<file path="src/rtl/mc_maindec_pkg.sv">
// mc_ctrl_pkg: shared state, opcode and select encodings for the multicycle MIPS controller
package mc_ctrl_pkg;

    // State encodings are fixed because they are exported on the debug port
    typedef enum logic [3:0] {
        FETCH   = 4'd0,
        DECODE  = 4'd1,
        MEMADR  = 4'd2,
        MEMRD   = 4'd3,
        MEMWB   = 4'd4,
        MEMWR   = 4'd5,
        RTYPEEX = 4'd6,
        RTYPEWB = 4'd7,
        BEQEX   = 4'd8,
        ADDIEX  = 4'd9,
        ADDIWB  = 4'd10,
        JEX     = 4'd11,
        BNEEX   = 4'd12
    } statetype;

    localparam logic [5:0] OP_LW    = 6'b100011;
    localparam logic [5:0] OP_SW    = 6'b101011;
    localparam logic [5:0] OP_RTYPE = 6'b000000;
    localparam logic [5:0] OP_BEQ   = 6'b000100;
    localparam logic [5:0] OP_BNE   = 6'b000101;
    localparam logic [5:0] OP_ADDI  = 6'b001000;
    localparam logic [5:0] OP_J     = 6'b000010;

    localparam logic [1:0] ALUOP_ADD   = 2'b00;
    localparam logic [1:0] ALUOP_SUB   = 2'b01;
    localparam logic [1:0] ALUOP_FUNCT = 2'b10;

    localparam logic [1:0] SRCB_B     = 2'b00;
    localparam logic [1:0] SRCB_FOUR  = 2'b01;
    localparam logic [1:0] SRCB_IMM   = 2'b10;
    localparam logic [1:0] SRCB_IMMSH = 2'b11;

    localparam logic [1:0] PCSRC_ALU    = 2'b00;
    localparam logic [1:0] PCSRC_ALUOUT = 2'b01;
    localparam logic [1:0] PCSRC_JUMP   = 2'b10;

    // Full control word driven into the datapath each cycle
    typedef struct packed {
        logic       pcwrite;
        logic       branch;
        logic       bne;
        logic       irwrite;
        logic       memwrite;
        logic       regwrite;
        logic       iord;
        logic       memtoreg;
        logic       regdst;
        logic       alusrca;
        logic [1:0] alusrcb;
        logic [1:0] pcsrc;
        logic [1:0] aluop;
    } ctrl_t;

endpackage

</file>
<file path="src/rtl/mc_maindec_if.sv">
// mc_maindec_if: opcode in, control word and debug state out of the main decoder
interface mc_maindec_if #(parameter int STATE_W = 4);

    logic [5:0]         op;
    logic               pcwrite;
    logic               branch;
    logic               bne;
    logic               irwrite;
    logic               memwrite;
    logic               regwrite;
    logic               iord;
    logic               memtoreg;
    logic               regdst;
    logic               alusrca;
    logic [1:0]         alusrcb;
    logic [1:0]         pcsrc;
    logic [1:0]         aluop;
    logic [STATE_W-1:0] state;

    // Datapath side: supplies the opcode, consumes the control word
    modport master (
        output op,
        input  pcwrite, branch, bne, irwrite, memwrite, regwrite, iord,
               memtoreg, regdst, alusrca, alusrcb, pcsrc, aluop, state
    );

    // Controller side
    modport slave (
        input  op,
        output pcwrite, branch, bne, irwrite, memwrite, regwrite, iord,
               memtoreg, regdst, alusrca, alusrcb, pcsrc, aluop, state
    );

endinterface

</file>
<file path="src/rtl/mc_maindec_outdec.sv">
// mc_ctrl_outdec: Moore output decode, control word as a pure function of state
module mc_ctrl_outdec
    import mc_ctrl_pkg::*;
(
    input  statetype state_i,
    output ctrl_t    ctrl_o
);

    // Unlisted fields and unused encodings stay at zero
    always_comb begin
        ctrl_o = '0;
        case (state_i)
            FETCH: begin
                ctrl_o.irwrite = 1'b1;
                ctrl_o.pcwrite = 1'b1;
                ctrl_o.alusrcb = SRCB_FOUR;
            end
            DECODE: ctrl_o.alusrcb = SRCB_IMMSH;
            MEMADR: begin
                ctrl_o.alusrca = 1'b1;
                ctrl_o.alusrcb = SRCB_IMM;
            end
            MEMRD: ctrl_o.iord = 1'b1;
            MEMWB: begin
                ctrl_o.memtoreg = 1'b1;
                ctrl_o.regwrite = 1'b1;
            end
            MEMWR: begin
                ctrl_o.iord     = 1'b1;
                ctrl_o.memwrite = 1'b1;
            end
            RTYPEEX: begin
                ctrl_o.alusrca = 1'b1;
                ctrl_o.aluop   = ALUOP_FUNCT;
            end
            RTYPEWB: begin
                ctrl_o.regdst   = 1'b1;
                ctrl_o.regwrite = 1'b1;
            end
            BEQEX: begin
                ctrl_o.alusrca = 1'b1;
                ctrl_o.aluop   = ALUOP_SUB;
                ctrl_o.pcsrc   = PCSRC_ALUOUT;
                ctrl_o.branch  = 1'b1;
            end
            BNEEX: begin
                ctrl_o.alusrca = 1'b1;
                ctrl_o.aluop   = ALUOP_SUB;
                ctrl_o.pcsrc   = PCSRC_ALUOUT;
                ctrl_o.bne     = 1'b1;
            end
            ADDIEX: begin
                ctrl_o.alusrca = 1'b1;
                ctrl_o.alusrcb = SRCB_IMM;
            end
            ADDIWB: ctrl_o.regwrite = 1'b1;
            JEX: begin
                ctrl_o.pcsrc   = PCSRC_JUMP;
                ctrl_o.pcwrite = 1'b1;
            end
            default: ;
        endcase
    end

endmodule

</file>
<file path="src/rtl/mc_maindec.sv">
// mc_maindec: multicycle MIPS main control FSM, state register plus next-state logic
module mc_maindec
    import mc_ctrl_pkg::*;
#(
    parameter int STATE_W = 4
) (
    input logic          clk,
    input logic          reset,
    mc_maindec_if.slave  bus
);

    statetype state_q;
    ctrl_t    ctrl;

    // Op is only consulted in DECODE and MEMADR; every terminal state returns to FETCH
    always_ff @(posedge clk or posedge reset) begin
        if (reset) state_q <= FETCH;
        else begin
            case (state_q)
                FETCH: state_q <= DECODE;
                DECODE: begin
                    case (bus.op)
                        OP_LW, OP_SW: state_q <= MEMADR;
                        OP_RTYPE:     state_q <= RTYPEEX;
                        OP_BEQ:       state_q <= BEQEX;
                        OP_BNE:       state_q <= BNEEX;
                        OP_ADDI:      state_q <= ADDIEX;
                        OP_J:         state_q <= JEX;
                        default:      state_q <= FETCH;
                    endcase
                end
                MEMADR:  state_q <= bus.op == OP_LW ? MEMRD : bus.op == OP_SW ? MEMWR : FETCH;
                MEMRD:   state_q <= MEMWB;
                RTYPEEX: state_q <= RTYPEWB;
                ADDIEX:  state_q <= ADDIWB;
                default: state_q <= FETCH;
            endcase
        end
    end

    mc_ctrl_outdec u_outdec (
        .state_i (state_q),
        .ctrl_o  (ctrl)
    );

    assign bus.pcwrite  = ctrl.pcwrite;
    assign bus.branch   = ctrl.branch;
    assign bus.bne      = ctrl.bne;
    assign bus.irwrite  = ctrl.irwrite;
    assign bus.memwrite = ctrl.memwrite;
    assign bus.regwrite = ctrl.regwrite;
    assign bus.iord     = ctrl.iord;
    assign bus.memtoreg = ctrl.memtoreg;
    assign bus.regdst   = ctrl.regdst;
    assign bus.alusrca  = ctrl.alusrca;
    assign bus.alusrcb  = ctrl.alusrcb;
    assign bus.pcsrc    = ctrl.pcsrc;
    assign bus.aluop    = ctrl.aluop;
    assign bus.state    = STATE_W'(state_q);

endmodule

</file>
<file path="src/flat_wrapper.sv">
// flat-port wrapper written by rule: the top's interface ports become plain ports
module mc_maindec_flat import mc_ctrl_pkg::*;
#(
    parameter int STATE_W = 4
)
  (clk, reset, bus_op, bus_pcwrite, bus_branch, bus_bne, bus_irwrite, bus_memwrite, bus_regwrite, bus_iord, bus_memtoreg, bus_regdst, bus_alusrca, bus_alusrcb, bus_pcsrc, bus_aluop, bus_state);
  mc_maindec_if #(.STATE_W(STATE_W)) bus_i ();
  input logic clk;
  input logic reset;
  input wire logic [$bits(bus_i.op)-1:0] bus_op;
  output wire logic [$bits(bus_i.pcwrite)-1:0] bus_pcwrite;
  output wire logic [$bits(bus_i.branch)-1:0] bus_branch;
  output wire logic [$bits(bus_i.bne)-1:0] bus_bne;
  output wire logic [$bits(bus_i.irwrite)-1:0] bus_irwrite;
  output wire logic [$bits(bus_i.memwrite)-1:0] bus_memwrite;
  output wire logic [$bits(bus_i.regwrite)-1:0] bus_regwrite;
  output wire logic [$bits(bus_i.iord)-1:0] bus_iord;
  output wire logic [$bits(bus_i.memtoreg)-1:0] bus_memtoreg;
  output wire logic [$bits(bus_i.regdst)-1:0] bus_regdst;
  output wire logic [$bits(bus_i.alusrca)-1:0] bus_alusrca;
  output wire logic [$bits(bus_i.alusrcb)-1:0] bus_alusrcb;
  output wire logic [$bits(bus_i.pcsrc)-1:0] bus_pcsrc;
  output wire logic [$bits(bus_i.aluop)-1:0] bus_aluop;
  output wire logic [$bits(bus_i.state)-1:0] bus_state;
  assign bus_i.op = bus_op;
  assign bus_pcwrite = bus_i.pcwrite;
  assign bus_branch = bus_i.branch;
  assign bus_bne = bus_i.bne;
  assign bus_irwrite = bus_i.irwrite;
  assign bus_memwrite = bus_i.memwrite;
  assign bus_regwrite = bus_i.regwrite;
  assign bus_iord = bus_i.iord;
  assign bus_memtoreg = bus_i.memtoreg;
  assign bus_regdst = bus_i.regdst;
  assign bus_alusrca = bus_i.alusrca;
  assign bus_alusrcb = bus_i.alusrcb;
  assign bus_pcsrc = bus_i.pcsrc;
  assign bus_aluop = bus_i.aluop;
  assign bus_state = bus_i.state;
  mc_maindec #(.STATE_W(STATE_W)) u_core (.clk(clk), .reset(reset), .bus(bus_i));
endmodule
</file>
<file path="config.mk">
export PLATFORM = sky130hd
export DESIGN_NAME = mc_maindec_flat
export DESIGN_NICKNAME = d
export VERILOG_FILES = /design/src/rtl/mc_maindec_pkg.sv /design/src/rtl/mc_maindec_if.sv /design/src/rtl/mc_maindec_outdec.sv /design/src/rtl/mc_maindec.sv /design/src/flat_wrapper.sv
export SDC_FILE = /design/constraint.sdc
export NUM_CORES = 1
export LEC_CHECK = 0
export ABC_AREA = 1
export BUFFER_PORTS_ARGS = -buffer_cell sky130_fd_sc_hd__buf_2
export CAP_MARGIN = 20
export CORE_AREA = 2 2 39 41
export CTS_CLUSTER_DIAMETER = 200
export DETAILED_ROUTE_END_ITERATION = 8
export DIE_AREA = 0 0 41 43
export PLACE_DENSITY_LB_ADDON = 0.1
export SETUP_SLACK_MARGIN = 0.3
export SYNTH_ARGS = -nofsm -noshare
export SYNTH_HDL_FRONTEND = slang
export SYNTH_SLANG_ARGS = --single-unit
</file>
<file path="constraint.sdc">
create_clock -name clk -period 1.23 [get_ports clk]
set_input_delay 0.123 -clock clk [delete_from_list [all_inputs] [get_ports clk]]
set_output_delay 0.123 -clock clk [all_outputs]
set_load 0.005 [all_outputs]
</file>
==> metrics <==
grt met1 use 0.1902; final period utilization 1.118; Core Region 1384 um^2; total negative slack -1.067 ns; Port Buffer Count 27; Critical path origin u_core.bus.state[1]$_DFF_PP0_; Yosys cell types 15; wire per inst 9.923 um; clock buffer depth 2; Inserted Clock Buffers 3; routability cong. 0.7586; final hold viol count 0; Sink Count 4; DRC viols 0; filler cell count 137; Cell Pwr Density 1471 nW/um^2; Die Width 41 um; Yosys top cell area share 0.2139; FP Rows 14; Vias/cell 4.692; syn nets 91; max reg flops 4; CTS tree built; Min-Delay Path Class input port to flop; NumNets Final 136; Max Cap Viol 0; GRT met2 Usage 0.3094; All-Layer GR Usage 0.1737; status complete, but fails checks; RSZ-0062 raised after global routing yes; Worst Tran Pin Value 0.2492 ns; final WL 1419 um; critical path data required time 1.11 ns; critical path launch point type flop; Total Power 1.216 mW; DR iter-0 viols 9; Reg2Reg Launch Point u_core.bus.state[2]$_DFF_PP0_; final clock skew 0.002317 ns; CP endpoint kind primary output; worst vdd ir 0.6399 mV; Syn-to-layout area delta 76.74%; Yosys warning total 0; Max Transition Viols Final 0; Max-Slew Margin vs Limit 0.8333; Ports 28; Vias 671; Initial Util 0.3382; top cells by area, synth dfrtp_1 (21%), nor2_1 (16%), inv_1 (12%); Crit Path Max Fanout 7; first-pass GRT wire length 2111 um; Antenna diodes 0; met3 Use GR 0.04712; Leak 0.4598 nW; Gate Count Post-Synth 83; vias in the first global route 527; f_max 0.7271 GHz; DRT antenna net count 0; setup violators final 12; die height 43 um; register area share after synthesis 0.2139; Post-Syn Area 467.9 um^2; failing checks setup timing; root buffer cell clkbuf_4; DPL Wire Length 1005 um; Worst-Skew Late Latency 0.23 ns; critical path class flop to primary output; WP data arrival 1.25 ns; grt total ovfl 0; share of cells above drive strength 1 0.5669; Final WS setup -0.1453 ns; initial antenna violation count 0; clock transition at the registers of the reported paths 0.04 ns; hold_sp bus_op[4]; Die ar. 1763 um^2; #FFs+latches synth 4; min Tclk post-route 1.375 ns; Synth area leader dfrtp_1; syn avg cell area 5.638 um^2; drt first pass iters 4; # H-tree levels 1; largest net degree at the start of global routing 8; gr busiest metal met2
==> final cells by class <==
cell class	count	area [um^2]	area share
Multi-Input combinational cell	62	354.1	0.4281
Clock buffer	4	26.28	0.03177
Timing Repair Buffer	40	255.2	0.3086
Inverter	17	66.31	0.08018
Tap cell	16	20.02	0.02421
Sequential cell	4	105.1	0.1271
==> stage by stage <==
step / area [um^2] / setup slack (ns) / util / instances / hold WS [ns]
6_report: 827.0 / -0.1453 / 0.5976 / 143 / 0.2466
5_1_grt: 827.0 / -0.2274 / 0.5976 / 143 / 0.2931
4_1_cts: 768.2 / -0.1317 / 0.5552 / 139 / 0.2518
2_1_floorplan: 476.7 / 0.2147 / - / 83 / -0.1110
3_3_place_gp: 631.9 / 0.03833 / 0.4566 / 126 / 0.005490
3_5_place_dp: 631.9 / 0.05928 / 0.4566 / 126 / 0.005409
==> synthesized netlist by cell type <==
library cell and count:
dfrtp_1 4, nand3_1 10, nor2_1 20, nand2_2 2, nor2_2 6, o21ai_0 3
o21ai_1 1, nand2_1 13, inv_1 15, inv_2 2, nand4_1 1, a21oi_1 1
nor2_4 3, o22ai_1 1, a21oi_2 1
==> cells by family (layout without fill, tap and decap cells) <==
logic type | count (synthesis) | after routing | share of synthesized area
flops | 4 | 4 | 0.2139
buf+inv | 17 | 61 | 0.1364
simple gates | 55 | 55 | 0.5642
compound gates | 7 | 7 | 0.08554
==> repair_timing <==
action / 4_1_cts / 5_1_grt
setup endpoints to repair: 22 / 24
pin swaps: 7 / 2
endpoints found under the hold margin: 4 / 0
hold buffers: 1 / 0
buffers inserted: 8 / 4
resized for setup: 16 / 8
==> final timing paths <==
path | to | slack, ns | depth (start not counted)
worst min register to register | u_core.bus.state[1]$_DFF_PP0_ | 0.82 | 4
worst max register to register | u_core.bus.state[2]$_DFF_PP0_ | 0.04 | 6
worst max-delay path | bus_regwrite | -0.15 | 5
worst min-delay path | u_core.bus.state[1]$_DFF_PP0_ | 0.25 | 4
max in group asynchronous | u_core.bus.state[0]$_DFF_PP0_ | 0.76 | 3
min in group asynchronous | u_core.bus.state[1]$_DFF_PP0_ | 0.31 | 3
==> per-layer routing <==
layer  routed length, um  vias up  part of all wire
met5                   0        -                 0
met4                  14        0            0.0099
met3                  62        2             0.044
met2                 799       19              0.56
met1                 542      305              0.38
li1                    -      345                 -
==> power by group <==
part	internal (mW)	switching, mW
Combinational	0.389	0.419
Clock	0.122	0.0517
Sequential	0.169	0.0665
==> critical path, cell delays in order (launching register included) <==
cell	delay (ns)
dfrtp_2	0.43
nand2_1	0.17
nor2_2	0.18
nor2_1	0.06
o21ai_1	0.06
buf_2	0.12
==> cells in the final DEF (no fill, tap or decap), types with 2 or more instances in the layout <==
master,count
buf_2,25
buf_4,10
buf_6,4
clkbuf_4,3
dfrtp_2,4
inv_1,9
inv_2,7
nand2_1,11
nand2_2,2
nand2_4,2
nand3_1,8
nand3_2,2
nor2_1,18
nor2_2,4
nor2_4,7
o21ai_0,2
o21ai_1,2
(Power assumes the default switching activity.)
